`src/rtl/dbg_trace_buf.sv`:
```
// Commit trace buffer: captures retired instructions into a circular store, freezes a
// programmable number of commits after an ebreak/invalid-instruction event, drains in order.
module dbg_trace_buf #(
  parameter int XLEN     = 32,
  parameter int RAW      = 5,
  parameter int DEPTH    = 16,
  parameter int POST_CNT = 4,
  parameter int WRAP     = 1
) (
  input  logic                       clk,
  input  logic                       reset,
  input  logic                       done,
  input  logic [XLEN-1:0]            pc,
  input  logic [XLEN-1:0]            inst,
  input  logic                       brk,
  input  logic                       ivd,
  input  logic                       gpr_wen,
  input  logic [RAW-1:0]             gpr_waddr,
  input  logic [XLEN-1:0]            gpr_wdata,
  input  logic                       arm,
  input  logic                       rd_ready,
  output logic                       rd_valid,
  output logic [XLEN-1:0]            rd_pc,
  output logic [XLEN-1:0]            rd_inst,
  output logic                       rd_wen,
  output logic [RAW-1:0]             rd_waddr,
  output logic [XLEN-1:0]            rd_wdata,
  output logic [1:0]                 rd_cause,
  output logic [$clog2(DEPTH):0]     count,
  output logic [1:0]                 state,
  output logic [15:0]                dropped,
  output logic [31:0]                commit_cnt
);
  localparam int AW = $clog2(DEPTH);

  typedef enum logic [1:0] {
    S_IDLE   = 2'b00,
    S_RUN    = 2'b01,
    S_POST   = 2'b10,
    S_FROZEN = 2'b11
  } state_t;

  typedef struct packed {
    logic [XLEN-1:0] pc;
    logic [XLEN-1:0] inst;
    logic            wen;
    logic [RAW-1:0]  waddr;
    logic [XLEN-1:0] wdata;
    logic [1:0]      cause;
  } entry_t;

  entry_t        r_mem [DEPTH];
  state_t        r_state, w_state_next;
  logic [AW-1:0] r_post, w_post_next;
  logic [AW-1:0] r_wptr, r_rptr;
  logic [AW:0]   r_count;
  logic [15:0]   r_dropped;
  logic [31:0]   r_commit_cnt;

  logic   w_capture, w_full, w_pop, w_write, w_drop, w_adv_head, w_inc, w_dec;
  entry_t w_entry, w_head;

  assign w_capture  = done && (r_state == S_RUN || r_state == S_POST) && !arm;
  assign w_full     = (r_count == (AW+1)'(DEPTH));
  assign w_pop      = (r_count != '0) && rd_ready && !arm;
  // A concurrent pop always frees the slot the new record lands in, even when full.
  assign w_write    = w_capture && (!w_full || w_pop || (WRAP != 0));
  assign w_drop     = w_capture && w_full && !w_pop;
  assign w_adv_head = w_pop || (w_drop && (WRAP != 0));
  assign w_inc      = w_write && !w_pop && !w_full;
  assign w_dec      = w_pop && !w_write;

  assign w_entry = '{pc: pc, inst: inst, wen: gpr_wen && done, waddr: gpr_waddr,
                     wdata: gpr_wdata, cause: {ivd, brk}};

  always_ff @(posedge clk) begin
    if (w_write) r_mem[r_wptr] <= w_entry;
  end

  always_ff @(posedge clk) begin
    if (reset) begin
      r_state      <= S_IDLE;
      r_post       <= '0;
      r_wptr       <= '0;
      r_rptr       <= '0;
      r_count      <= '0;
      r_dropped    <= '0;
      r_commit_cnt <= '0;
    end else if (arm) begin
      r_state      <= w_state_next;
      r_post       <= '0;
      r_wptr       <= '0;
      r_rptr       <= '0;
      r_count      <= '0;
      r_dropped    <= '0;
      r_commit_cnt <= '0;
    end else begin
      r_state <= w_state_next;
      r_post  <= w_post_next;
      if (w_write)    r_wptr <= r_wptr + 1'b1;
      if (w_adv_head) r_rptr <= r_rptr + 1'b1;
      if (w_inc)      r_count <= r_count + 1'b1;
      else if (w_dec) r_count <= r_count - 1'b1;
      if (w_drop && r_dropped != 16'hFFFF) r_dropped <= r_dropped + 16'd1;
      if (done) r_commit_cnt <= r_commit_cnt + 32'd1;
    end
  end

  // The trigger commit itself never decrements the post counter.
  always_comb begin
    w_state_next = r_state;
    w_post_next  = r_post;
    if (arm) begin
      w_state_next = S_RUN;
      w_post_next  = '0;
    end else begin
      case (r_state)
        S_RUN: begin
          if (w_capture && (brk || ivd)) begin
            if (POST_CNT == 0) begin
              w_state_next = S_FROZEN;
            end else begin
              w_state_next = S_POST;
              w_post_next  = AW'(POST_CNT);
            end
          end
        end
        S_POST: begin
          if (w_capture) begin
            w_post_next = r_post - 1'b1;
            if (r_post == AW'(1)) w_state_next = S_FROZEN;
          end
        end
        default: ;
      endcase
    end
  end

  assign w_head     = r_mem[r_rptr];
  assign rd_valid   = (r_count != '0);
  assign rd_pc      = rd_valid ? w_head.pc    : '0;
  assign rd_inst    = rd_valid ? w_head.inst  : '0;
  assign rd_wen     = rd_valid ? w_head.wen   : 1'b0;
  assign rd_waddr   = rd_valid ? w_head.waddr : '0;
  assign rd_wdata   = rd_valid ? w_head.wdata : '0;
  assign rd_cause   = rd_valid ? w_head.cause : 2'b00;
  assign count      = r_count;
  assign state      = r_state;
  assign dropped    = r_dropped;
  assign commit_cnt = r_commit_cnt;
endmodule

```
`config.mk`:
```
export PLATFORM = sky130hd
export DESIGN_NAME = dbg_trace_buf
export DESIGN_NICKNAME = d
export VERILOG_FILES = /design/src/rtl/dbg_trace_buf.sv
export SDC_FILE = /design/constraint.sdc
export NUM_CORES = 1
export LEC_CHECK = 0
export BUFFER_PORTS_ARGS = -buffer_cell sky130_fd_sc_hd__clkbuf_2
export CAP_MARGIN = 20
export CORE_ASPECT_RATIO = 0.7
export CORE_MARGIN = 5
export CORE_UTILIZATION = 61
export CTS_CLUSTER_SIZE = 28
export DETAILED_ROUTE_END_ITERATION = 16
export PLACE_DENSITY = 0.79
export SKIP_LAST_GASP = 1
export SYNTH_ARGS = -nofsm -noshare
export SYNTH_HDL_FRONTEND = slang
export SYNTH_SLANG_ARGS = --single-unit
export TNS_END_PERCENT = 30
```
`constraint.sdc`:
```
create_clock -name clk -period 12.47 [get_ports clk]
set_clock_uncertainty 0.05 [all_clocks]
set_input_delay 2.494 -clock clk [delete_from_list [all_inputs] [get_ports clk]]
set_output_delay 2.494 -clock clk [all_outputs]
set_load 0.03 [all_outputs]
```
==> out/metrics.cfg <==
[outcome]
outcome=finished clean

[worst_hold_path]
hp-class=reg2reg
whs_path_depth=2

[critical_path]
crit_top_cell=buf_4
max_stage_delay_ns=0.89
r2r.worst_path.cells=7
required_ns=9.93
cp_max_fo=68
worstPathCellList=buf_4 > buf_4 > buf_4 > mux4_2 > mux2i_1 > o22ai_1 > clkbuf_2
worst-path-buf-inv=4
cp_slowest_cell=buf_4
endpoint_kind=output pin
critPathLaunchType=flip-flop
critPathKind=reg2out
arrival_ns=4.96
critical-path-top-delay-family=buffers and inverters
crit_cells=7

[placement]
dpl.hpwl_um=76000
port_buffers=268
placed_area_um2=70800
gp_congestion=0.780
place_inst=4887

[drt]
viasPerCell=6.61
routed_wl_um=152000
num_vias=34266
ant_nets=0
drtIter0Drc=4327
drc=0
dr.pass1.iters=5
wl_per_cell_um=29.3

[final_layout]
final_area_um2=75900
fin_cells=5183
drive_above_1_share_pct=26.7
fin_nets=3716
area_delta_synth_final_pct=11.9
final_core_util_pct=68.6

[sta]
finalSetupViolCount=0
timing.final.max_slew_violations=0
tightest_slew_ns=1.08
tns_ns=0
fin_crit_sh_pct=60.2
fmax_mhz=133
rsz0062_at_grt=no
hold_viol=0
slew_headroom_pct=28.3
min_period_ns=7.51

[floorplan]
rows=102
core_um2=111000
die_h_um=289
die_w_um=409
die_area_um2=118000
io_pins=269
initial_core_util_pct=61.4

[global_routing]
grt_overflow_total=0
grt_max_degree=143
grt_pass1_vias=34396
grt_pass1_wl_um=225000
grt_usage_pct=25.8
antenna_found_initial=17

[synthesis]
yosys_warnings=0
netlist_instances=3299
syn_area_per_cell_um2=20.6
synthDistinctLibCells=62
synth-seq-area-share_pct=75.8
synth_edf_count=1664
syn-num-nets=3423
synthDominantCellAreaShare_pct=73.7
async_reset_ff_share_pct=0
ys.flop_type=edfxtp_1
synth-seq-cells=1735
synth_area_um2=67800
post-synth-top-area-cell=edfxtp_1
synth_area_leaders=edfxtp_1, mux4_2, mux2i_1, dfxtp_1, mux2_2

[cts]
cts_tree=built
cts.htree.levels=4
post-cts-setup-buffer-count=0
cts-resized-gates=0
cts_hold_buf=0
numCtsBuffers=157
cts.path.max_buffers=3
cts_sinks=1735
clk_latency_ns=0.75
root_buffer=clkbuf_16
cts.clk_slew.worst_paths_ns=0.06

[power_and_ir_drop]
p_per_area_nw_per_um2=152
p_leak_nw=23.0
ir_drop_mv=0.156

[run]
drv_cap=0

## synth_stat cells (2+ instances only)
cell / n
o22ai_1: 92
nand2b_1: 3
or4b_1: 2
clkbuf_1: 77
nor4b_1: 2
buf_4: 9
a211oi_1: 7
mux2_2: 63
nor3_1: 16
edfxtp_1: 1664
dfxtp_1: 71
buf_6: 4
ha_1: 14
nor4b_2: 2
nand2_1: 34
or3_1: 5
and4_1: 7
nor4_4: 3
a211oi_2: 2
a2111oi_0: 63
or2_2: 3
nor2b_1: 64
nand3b_1: 2
nor4_1: 9
buf_1: 19
mux2i_1: 233
o21ai_1: 4
nand4_1: 12
nand3_1: 20
a21o_1: 3
a31oi_1: 2
a21oi_1: 25
and2_1: 3
o21ai_0: 15
mux4_2: 342
nor2_1: 140
xor2_1: 13
inv_1: 15
o211ai_1: 22
and3_1: 6
buf_2: 86
o221ai_1: 63
xnor2_1: 39
## metal layers
metal	up-vias	GRT usage, %	wire, um
met2	1723	40.8	73300
met1	17925	37.3	61500
li1	14376	-	-
met3	234	4.99	13200
met4	8	8.08	3750
met5	-	0	51
## metrics by stage
stage	hold WS (ns)	total power (W)	setup slack, ns
2_1_floorplan	0.382	0.00674	1.51
3_3_place_gp	0.392	0.00690	5.76
3_5_place_dp	0.405	0.00691	5.70
4_1_cts	0.413	0.0116	4.85
5_1_grt	0.435	0.0119	4.66
6_report	0.413	0.0115	4.96
## flip-flops by register name, summed over array words and instances, names as in the netlist, named ones only
register    count
count           5
r_post          4
state           2
r_mem        1664
r_wptr          4
commit_cnt     32
dropped        16
r_rptr          4
## worst paths after layout
check | startpoint | end | slack [ns]
setup / recovery | flip-flop | rd_wdata[15] | 4.96
hold / removal | r_post[1] | r_post[1] | 0.41
setup reg to reg | state[0] | r_mem[8][20] | 8.00
hold reg to reg | r_post[1] | r_post[1] | 0.41
## kinds of logic (layout without fill, tap and decap cells)
family                     count (synthesis)  count (layout)  synth area share (%)
buffers and inverters                    211             627                  1.42
muxes                                    638             638                  15.8
other                                      0              12                     0
DFF                                     1735            1735                  75.8
and+or+nand+nor                          344             344                  2.69
AOI/OAI and AO/OA                        304             304                  3.30
xor gates and xnor gates                  52              52                 0.672
adders and majority gates                 15              15                 0.288
## power breakdown
part           leakage [nW]  total [W]  switching [W]  internal (W)
Sequential             15.5    0.00640     0.00000728       0.00639
Clock                  2.44    0.00473        0.00204       0.00269
Combinational          5.01   0.000386       0.000275      0.000110
Total                  23.0     0.0115        0.00233       0.00919
## layout by cell type (no fill, tap or decap), types with 6 or more instances in the layout
master	n
o221ai_1	63
clkbuf_2	268
nor3_1	12
a21oi_1	25
a211oi_1	7
clkbuf_1	27
nor2_4	14
ha_1	14
xor2_1	13
inv_6	7
diode_2	12
clkinvlp_4	6
o22ai_1	92
nand2_1	33
clkinv_1	40
a2111oi_0	63
and3_1	6
dfxtp_1	68
edfxtp_1	1664
nand4_1	12
xnor2_1	39
nor2_1	128
nand3_1	20
clkinv_2	20
nor2b_1	64
bufinv_16	15
mux2i_1	233
nor4_1	9
o211ai_1	22
inv_1	14
clkbuf_16	162
buf_4	51
o21ai_0	15
mux2_2	63
buf_12	8
mux4_2	342
and4_1	7
## tightest hold or removal path, cell delays in order, from the launching register on
cell,delay (ns)
dfxtp_1,0.31
nand2_1,0.05
a21oi_1,0.05
## cell type report
cell class	instances	area, um2
fillers	6744	34700
inverters	15	61.3
well taps	1456	1820
diodes	12	30.0
multi-input cells	1353	15600
clock inverters	93	861
flip-flops and latches	1735	51400
clock buffers	189	4160
repair buffers	330	1950
No activity file was read; power rests on OpenSTA's default activity.
